==> config.mk <==
export PLATFORM = sky130hd
export DESIGN_NAME = adc_frame_aligner
export DESIGN_NICKNAME = d
export VERILOG_FILES = /design/src/rtl/adc_frame_aligner.sv
export SDC_FILE = /design/constraint.sdc
export NUM_CORES = 1
export LEC_CHECK = 0
export CORE_MARGIN = 2
export CORE_UTILIZATION = 40
export CTS_CLUSTER_SIZE = 40
export DETAILED_ROUTE_END_ITERATION = 12
export SYNTH_ARGS = -nofsm -noshare
export SYNTH_HDL_FRONTEND = slang
export SYNTH_SLANG_ARGS = --single-unit
export TNS_END_PERCENT = 20
==> constraint.sdc <==
create_clock -name clk -period 3.9 [get_ports clk]
set_clock_uncertainty 0.2 [all_clocks]
set_input_delay 0.39 -clock clk [delete_from_list [all_inputs] [get_ports clk]]
set_output_delay 0.39 -clock clk [all_outputs]
set_load 0.1 [all_outputs]
==> src/rtl/adc_frame_aligner.sv <==
// adc_frame_aligner: finds the bit offset at which the ADC frame lane reads as a
// clean 0xFF/0x00 alternation, barrel-shifts the data lane by that offset and
// assembles 16-bit samples (MSB byte first) with a one-cycle valid strobe.
module adc_frame_aligner #(
    parameter int LOCK_COUNT = 16,
    parameter int MISS_LIMIT = 4
) (
    input  logic        clk,
    input  logic        rst,
    input  logic [7:0]  din_data,
    input  logic [7:0]  din_frame,
    input  logic        realign,
    output logic [15:0] sample,
    output logic        sample_valid,
    output logic        locked,
    output logic [2:0]  offset,
    output logic [7:0]  slip_wraps
);

    typedef enum logic [1:0] {
        SETTLE = 2'd0,
        SEARCH = 2'd1,
        LOCKED = 2'd2
    } state_t;

    localparam logic [7:0] GOOD_LAST = 8'(LOCK_COUNT - 1);
    localparam logic [3:0] MISS_LAST = 4'(MISS_LIMIT - 1);

    // Byte starting 'shift' bits after the MSB of the 16-bit window.
    function automatic logic [7:0] align_byte(input logic [15:0] window, input logic [2:0] shift);
        logic [15:0] shifted;
        shifted = window << shift;
        return shifted[15:8];
    endfunction

    function automatic logic [7:0] sat_inc8(input logic [7:0] v);
        return (v == 8'hFF) ? v : v + 8'd1;
    endfunction

    logic [7:0]  prev_data_p0_q, prev_data_p0_d;
    logic [7:0]  prev_frame_p0_q, prev_frame_p0_d;
    logic [7:0]  ad_p1_q, ad_p1_d;
    logic [7:0]  af_p1_q, af_p1_d;
    logic [7:0]  ad_p2_q, ad_p2_d;
    logic [7:0]  af_p2_q, af_p2_d;

    state_t      state_q;
    logic        settle_cnt_q;
    logic [7:0]  good_cnt_q;
    logic [3:0]  miss_cnt_q;
    logic [2:0]  offset_q;
    logic [7:0]  slip_wraps_q;
    logic        locked_q;
    logic [15:0] sample_q;
    logic        sample_valid_q;

    logic        good_cmp;
    logic        emit;
    logic [2:0]  slip_offset;
    logic [7:0]  slip_wraps_next;

    // Next values for the byte window and the two aligned-byte stages.
    always_comb begin
        // Stage p0: previous byte of each lane, forming {prev, din}
        prev_data_p0_d  = din_data;
        prev_frame_p0_d = din_frame;
        // Stage p1: barrel-shifted bytes at the current offset
        ad_p1_d = align_byte({prev_data_p0_q, din_data}, offset_q);
        af_p1_d = align_byte({prev_frame_p0_q, din_frame}, offset_q);
        // Stage p2: one-cycle-delayed copy for pairwise compare and sample assembly
        ad_p2_d = ad_p1_q;
        af_p2_d = af_p1_q;
    end

    // Datapath pipeline registers, cleared by reset so no stale byte survives an abort.
    always_ff @(posedge clk) begin
        if (rst) begin
            prev_data_p0_q  <= 8'h00;
            prev_frame_p0_q <= 8'h00;
            ad_p1_q         <= 8'h00;
            af_p1_q         <= 8'h00;
            ad_p2_q         <= 8'h00;
            af_p2_q         <= 8'h00;
        end else begin
            prev_data_p0_q  <= prev_data_p0_d;
            prev_frame_p0_q <= prev_frame_p0_d;
            ad_p1_q         <= ad_p1_d;
            af_p1_q         <= af_p1_d;
            ad_p2_q         <= ad_p2_d;
            af_p2_q         <= af_p2_d;
        end
    end

    // Frame compare, emission condition and the offset/wrap values used on a slip.
    always_comb begin
        good_cmp = ((af_p1_q == 8'hFF) && (af_p2_q == 8'h00)) ||
                   ((af_p1_q == 8'h00) && (af_p2_q == 8'hFF));
        // The FF byte arrived first, so {ad_p2, ad_p1} is a complete MSB-first sample.
        emit = (state_q == LOCKED) && (af_p1_q == 8'h00) && (af_p2_q == 8'hFF) && !realign;
        slip_offset     = offset_q + 3'd1;
        slip_wraps_next = (offset_q == 3'd7) ? sat_inc8(slip_wraps_q) : slip_wraps_q;
    end

    // Alignment FSM with registered status and sample outputs.
    always_ff @(posedge clk) begin
        if (rst) begin
            state_q        <= SETTLE;
            settle_cnt_q   <= 1'b0;
            good_cnt_q     <= 8'd0;
            miss_cnt_q     <= 4'd0;
            offset_q       <= 3'd0;
            slip_wraps_q   <= 8'd0;
            locked_q       <= 1'b0;
            sample_q       <= 16'h0000;
            sample_valid_q <= 1'b0;
        end else begin
            sample_valid_q <= emit;
            if (emit) begin
                sample_q <= {ad_p2_q, ad_p1_q};
            end
            if (realign) begin
                // Realign keeps the offset, even when it lands on a miss-limit unlock.
                state_q      <= SETTLE;
                settle_cnt_q <= 1'b0;
                locked_q     <= 1'b0;
            end else begin
                case (state_q)
                    SETTLE: begin
                        // Two cycles let a new offset reach both compare stages.
                        good_cnt_q <= 8'd0;
                        miss_cnt_q <= 4'd0;
                        if (settle_cnt_q) begin
                            state_q      <= SEARCH;
                            settle_cnt_q <= 1'b0;
                        end else begin
                            settle_cnt_q <= 1'b1;
                        end
                    end
                    SEARCH: begin
                        if (good_cmp) begin
                            good_cnt_q <= good_cnt_q + 8'd1;
                            if (good_cnt_q == GOOD_LAST) begin
                                state_q  <= LOCKED;
                                locked_q <= 1'b1;
                            end
                        end else begin
                            offset_q     <= slip_offset;
                            slip_wraps_q <= slip_wraps_next;
                            state_q      <= SETTLE;
                            settle_cnt_q <= 1'b0;
                        end
                    end
                    LOCKED: begin
                        if (good_cmp) begin
                            miss_cnt_q <= 4'd0;
                        end else if (miss_cnt_q == MISS_LAST) begin
                            offset_q     <= slip_offset;
                            slip_wraps_q <= slip_wraps_next;
                            locked_q     <= 1'b0;
                            state_q      <= SETTLE;
                            settle_cnt_q <= 1'b0;
                        end else begin
                            miss_cnt_q <= miss_cnt_q + 4'd1;
                        end
                    end
                    default: begin
                        state_q      <= SETTLE;
                        settle_cnt_q <= 1'b0;
                    end
                endcase
            end
        end
    end

    assign sample       = sample_q;
    assign sample_valid = sample_valid_q;
    assign locked       = locked_q;
    assign offset       = offset_q;
    assign slip_wraps   = slip_wraps_q;

endmodule
==> results.json, run 1 <==
{
  "outcome": "completed",
  "power.share.switching": 0.254,
  "setup_violations": 0,
  "maxCapViolCount": 0,
  "crit_buf_inv": 0,
  "io_buffers": 47,
  "grt_overflow_total": 0,
  "hold_class": "reg2reg",
  "p_switching_mw": 0.431,
  "crit_fanout": 14,
  "dr.pass1.iters": 6,
  "seq_area_frac_synth": 0.465,
  "fp.dieW_um": 104,
  "async_reset_ff_frac": 0,
  "cp-start-kind": "flop",
  "multiInputGateArea_mm2": 0.00198,
  "worstReg2RegStart": "miss_cnt_q[0]",
  "drt-wirelength-per-cell_um": 12.7,
  "drcViolationCount": 0,
  "crit_required_ns": 3.99,
  "grt_max_degree": 35,
  "cp-end-kind": "flop",
  "finalInstanceArea_mm2": 0.00470,
  "crit_chain": "ha_1 > nand2_1 > o31ai_1 > nand3_1 > or4_1 > a21oi_1",
  "seqPwrFrac": 0.573,
  "fmax_mhz": 363,
  "critPathKind": "reg2reg",
  "max_slew.worst_pin.slew_ns": 0.995,
  "cts_max_path_buffers": 2,
  "regToRegEndpoint": "slip_wraps[6]",
  "power.internal_mw": 1.27,
  "vias_per_cell": 5.04,
  "antenna_found_initial": 0,
  "postRouteAntennaNets": 0,
  "synth-edff-count": 0,
  "power_leakage_nw": 1.73,
  "boundaryPins": 48,
  "grt_pass1_vias": 2594,
  "regToRegSetupSlack_ns": 1.15,
  "cts_tree": "built",
  "ys.flop_type": "dfxtp_1",
  "whs_endpoint": "sample[8]",
  "crit_family": "simple AND/OR/NAND/NOR gates",
  "ys_ff_latch": 92,
  "post-cts-setup-buffer-count": 0,
  "die_h_um": 104,
  "nets": 446,
  "rsz0062_at_grt": "no",
  "clock_latency_ns": 0.35,
  "min_path_cells": 2,
  "synth_cell_types": 45,
  "arrival_ns": 2.85,
  "slowest_delay_ns": 0.55,
  "hp-start": "ad_p2_q[0]",
  "synth_area_per_cell_um2": 10.5,
  "ir_drop_uv": 175,
  "postPlaceCellArea_mm2": 0.00451,
  "grt_usage": 0.136,
  "dp.final_hpwl_mm": 5.07,
  "clock-sinks": 92,
  "cts-root-buf": "clkbuf_8",
  "gp_congestion": 0.742,
  "path_clk_slew_ns": 0.10,
  "synth_area_mm2": 0.00396,
  "period_share": 0.706,
  "reg2regPathDepth": 6,
  "comb_power_share": 0.067,
  "vias": 2810,
  "p_per_area_mw_per_mm2": 361,
  "ctsHoldBuffers": 0,
  "grt_first_pass_wirelength_mm": 12.1,
  "max_slew_margin": 0.334,
  "slew_violations": 0,
  "syn-num-nets": 404,
  "core-area_mm2": 0.00968,
  "yosysWarnings": 0,
  "drt_iter0_drc": 93,
  "layout-drive-gt1-share": 0.120,
  "finalHoldViolations": 0,
  "pwr-share-clk": 0.360,
  "die_area_mm2": 0.0107,
  "layout_min_cycle_time_ns": 2.75,
  "diodes": 0,
  "register_area_mm2": 0.00184,
  "n_fill_cell": 916,
  "syn_to_final_growth_pct": 18.7,
  "num_rows": 36,
  "cts_resized": 0,
  "slowest_stage": "o31ai_1",
  "wl_mm": 7.08,
  "setup_ws_ns": 1.15,
  "h-tree-depth": 3,
  "syn_inst": 377,
  "fin_setup_tns_ns": 0,
  "dp_slack_ns": 1.19,
  "floorplan.initialDensity": 0.409,
  "cts_buffers": 9
}
==> per-stage QoR <==
| step | hold WS, ns | utilization | total power [mW] | instances |
|---|---|---|---|---|
| 6_report | 0.261 | 0.486 | 1.70 | 557 |
| 3_3_place_gp | 0.240 | 0.466 | 1.11 | 541 |
| 5_1_grt | 0.285 | 0.486 | 1.77 | 557 |
| 3_5_place_dp | 0.249 | 0.466 | 1.11 | 541 |
| 4_1_cts | 0.262 | 0.486 | 1.72 | 557 |
| 2_1_floorplan | 0.237 | - | 1.07 | 377 |
==> worst min-delay path: cells and delay by family (launching register included) <==
| kind | cells | cell delay (ns) |
|---|---|---|
| simple gates | 1 | 0.07 |
| flops | 1 | 0.31 |
| mux | 1 | 0.06 |
==> logic make-up (layout without fill, tap and decap cells) <==
logic type	Yosys count	after routing	share of synthesized area
XOR/XNOR	3	3	0.00663
AND/OR/NAND/NOR	139	139	0.185
adder cells (fa/ha/maj)	8	8	0.0253
buffers and inverters	28	75	0.0357
multiplexers	63	63	0.210
flip-flops	92	92	0.465
AO/OA/AOI/OAI	44	44	0.0726
==> state kept, by name, indices dropped and copies added (netlist names) <==
signal,count
ad_p1_q,8
ad_p2_q,8
af_p1_q,8
af_p2_q,8
good_cnt_q,8
locked,1
miss_cnt_q,4
offset,3
prev_data_p0_q,8
prev_frame_p0_q,8
sample,16
sample_valid,1
settle_cnt_q,1
slip_wraps,8
state_q,2
==> how the worst max path moves through the flow <==
stage          slack (ns)     startpoint       endpoint  cells after the start
3_3_place_gp         1.23     af_p2_q[0]  good_cnt_q[7]                      5
3_5_place_dp         1.19  miss_cnt_q[0]  slip_wraps[6]                      6
6_report             1.15  miss_cnt_q[0]  slip_wraps[6]                      6
4_1_cts              1.16  miss_cnt_q[0]  slip_wraps[6]                      6
2_1_floorplan        1.14      offset[0]     ad_p1_q[5]                      4
5_1_grt              0.89  miss_cnt_q[0]  slip_wraps[6]                      6
==> cell usage after synthesis, types with 4 or more instances <==
master	count	area [um^2]
ha_1	8	100
inv_1	6	22.5
buf_2	4	20.0
clkbuf_1	12	45.0
mux4_2	16	360
or4_1	6	45.0
nor2b_1	32	200
o21ai_0	10	50.1
nand4_1	5	31.3
nor3_1	4	20.0
nand2_1	11	41.3
dfxtp_1	92	1840
a21oi_1	14	70.1
a311oi_1	5	43.8
or3_1	5	31.3
nand3_1	9	45.0
mux2i_1	47	470
nor2_1	48	180
==> routing by layer <==
| metal | global-route usage | vias up | routed length (um) |
|---|---|---|---|
| li1 | - | 1440 | - |
| met1 | 0.192 | 1314 | 3590 |
| met2 | 0.211 | 47 | 3200 |
| met3 | 0.0214 | 9 | 209 |
| met4 | 0.0492 | 0 | 80 |
| met5 | 0 | - | 0 |
==> power groups by stage <==
stage | combinational, mW | clock, mW | sequential (mW)
after floorplan | 0.0771 | 0 | 0.994
after global placement | 0.113 | 0 | 0.994
after detailed placement | 0.114 | 0 | 0.994
after CTS | 0.114 | 0.633 | 0.972
after global routing | 0.126 | 0.667 | 0.975
final | 0.114 | 0.611 | 0.972
==> cell usage in the layout, fill, tap and decap left out, types with 4 or more instances in the layout <==
| master | count |
|---|---|
| o21ai_0 | 10 |
| nor3_1 | 4 |
| nor2_1 | 48 |
| clkbuf_8 | 9 |
| inv_1 | 6 |
| dfxtp_1 | 92 |
| mux4_2 | 16 |
| ha_1 | 8 |
| mux2i_1 | 47 |
| or3_1 | 5 |
| buf_4 | 9 |
| nand3_1 | 9 |
| nor2b_1 | 32 |
| nand2_1 | 11 |
| a21oi_1 | 14 |
| or4_1 | 6 |
| clkdlybuf4s50_1 | 43 |
| nand4_1 | 5 |
| a311oi_1 | 5 |
==> cell type report <==
class / count / area share
tap: 133 / 0.0354
inverter: 6 / 0.00479
clock inverter: 7 / 0.0144
multi-input combinational: 257 / 0.421
clock buffer: 9 / 0.0263
sequential: 92 / 0.391
timing repair buffer: 53 / 0.107
Power figures use the tool's default switching activity.
==> inputs of run 2 (changes only) <==
clock period = 2.6 ns   (was 3.9 ns; I/O delays follow)
==> run 2 against run 1 <==
Net effect: combinational power is 54% higher; routed wire length is 2.5% higher; clock power is 78% higher; via count is 0.50% higher; critical endpoint is now good_cnt_q[6]; largest power group unchanged.
==> results.json, run 2 (synthesis gave the netlist of run 1 again) <==
{
  "path_clk_slew_ns": 0.10,
  "dp.final_hpwl_mm": 5.21,
  "cts-root-buf": "clkbuf_8",
  "utilization": 0.491,
  "grt_max_degree": 35,
  "cts_tree": "built",
  "cp-end-kind": "flop",
  "postPlaceCellArea_mm2": 0.00452,
  "maxCapViolCount": 0,
  "h-tree-depth": 3,
  "vias_per_cell": 5.02,
  "drt_iter0_drc": 68,
  "antenna_found_initial": 0,
  "largest_reg_flops": 16,
  "core-area_mm2": 0.00968,
  "instances_no_fill": 563,
  "fin_setup_tns_ns": 0,
  "postRouteAntennaNets": 0,
  "max_slew.worst_pin.slew_ns": 0.546,
  "crit_family": "simple AND/OR/NAND/NOR gates",
  "grt_overflow_total": 0,
  "seqPwrFrac": 0.536,
  "post-cts-setup-buffer-count": 0,
  "diodes": 0,
  "crit_chain": "or4_4 > or4_4 > a211oi_2 > buf_4 > a41oi_1 > a311oi_1",
  "setup_violations": 0,
  "n_fill_cell": 899,
  "outcome": "completed",
  "vias": 2824,
  "die_h_um": 104,
  "crit_buf_inv": 1,
  "critPathKind": "reg2reg",
  "crit_top_cell": "or4_4",
  "register_area_mm2": 0.00184,
  "final_common_cell": "dfxtp_1",
  "multiInputGateArea_mm2": 0.00199,
  "drcViolationCount": 0,
  "nets": 452,
  "boundaryPins": 48,
  "finalHoldViolations": 0,
  "grt_pass1_vias": 2725,
  "hold_class": "in2reg",
  "ir_drop_uv": 395,
  "slowest_stage": "or4_4",
  "syn_to_final_growth_pct": 20.1,
  "finalPower_mw": 2.72,
  "grt_usage": 0.141,
  "setup_ws_ns": 0.130,
  "hold_ws_ns": 0.172,
  "max_slew_margin": 0.636,
  "power.share.switching": 0.231,
  "pwr-share-clk": 0.399,
  "gp_congestion": 0.757,
  "cts_buffers": 9,
  "finalInstanceArea_mm2": 0.00476,
  "dp.cells": 547,
  "power.internal_mw": 2.09,
  "fmax_mhz": 405,
  "io_buffers": 47,
  "layout_min_cycle_time_ns": 2.47,
  "slowest_delay_ns": 0.55,
  "die_area_mm2": 0.0107,
  "drt-wirelength-per-cell_um": 12.9,
  "clock_latency_ns": 0.35,
  "wl_mm": 7.25,
  "cts_max_path_buffers": 2,
  "arrival_ns": 2.52,
  "layout-drive-gt1-share": 0.202,
  "clock-sinks": 92,
  "power_leakage_nw": 1.83,
  "dp_slack_ns": 0.0847,
  "slew_violations": 0,
  "dr.pass1.iters": 4,
  "crit_required_ns": 2.65,
  "p_per_area_mw_per_mm2": 571,
  "crit_fanout": 11,
  "ctsHoldBuffers": 0,
  "fp.dieW_um": 104,
  "rsz0062_at_grt": "yes",
  "floorplan.initialDensity": 0.409,
  "period_share": 0.950,
  "num_rows": 36,
  "grt_first_pass_wirelength_mm": 12.6,
  "cp-start-kind": "flop",
  "p_switching_mw": 0.628,
  "final_cell_mix": "dfxtp_1, nor2_1, mux2i_1, buf_4, nor2b_1",
  "comb_power_share": 0.065
}
[run 2: path summary, 6_finish.rpt]
check        startpoint  slack, ns             to  cells past startpoint
max          af_p2_q[3]       0.13  good_cnt_q[6]                      6
min                 rst       0.17  miss_cnt_q[0]                      2
max reg2reg  af_p2_q[3]       0.13  good_cnt_q[6]                      6
min reg2reg  ad_p1_q[5]       0.27     ad_p2_q[5]                      1
[run 2: layout make-up]
cell class,count,area share
multi-input combinational,257,0.418
timing repair buffer,59,0.107
inverter,6,0.00473
clock inverter,7,0.0223
tap,133,0.0350
clock buffer,9,0.0260
sequential,92,0.387
[run 2: power by group through the flow]
stage | Sequential (mW) | Combinational, mW | Clock, mW
finish | 1.46 | 0.175 | 1.09
detailed placement | 1.49 | 0.176 | 0
global placement | 1.49 | 0.174 | 0
floorplan | 1.49 | 0.116 | 0
global route | 1.46 | 0.194 | 1.18
CTS | 1.46 | 0.177 | 1.12
[run 2: metal layers]
metal	part of all wire	GRT usage
met1	0.49	0.189
met3	0.030	0.0264
met2	0.46	0.225
met5	0	0
met4	0.014	0.0569
[run 2: timing repair]
action	in CTS	in global routing
gates resized for setup	0	2
setup endpoints to repair	0	9
hold endpoints to repair	0	0
[run 2: worst reg2reg max path: cells and delay by family (launching register included)]
family / cells / cell delay (ns)
DFF: 1 / 0.32
buffers and inverters: 1 / 0.19
AOI/OAI and AO/OA: 3 / 0.59
and+or+nand+nor: 2 / 1.08
==> inputs of run 3 (changes only) <==
GPL_ROUTABILITY_DRIVEN = 0   (was default)
==> results of run 3 <==
No change in the layout: final DEF, timing and power equal those of run 2.
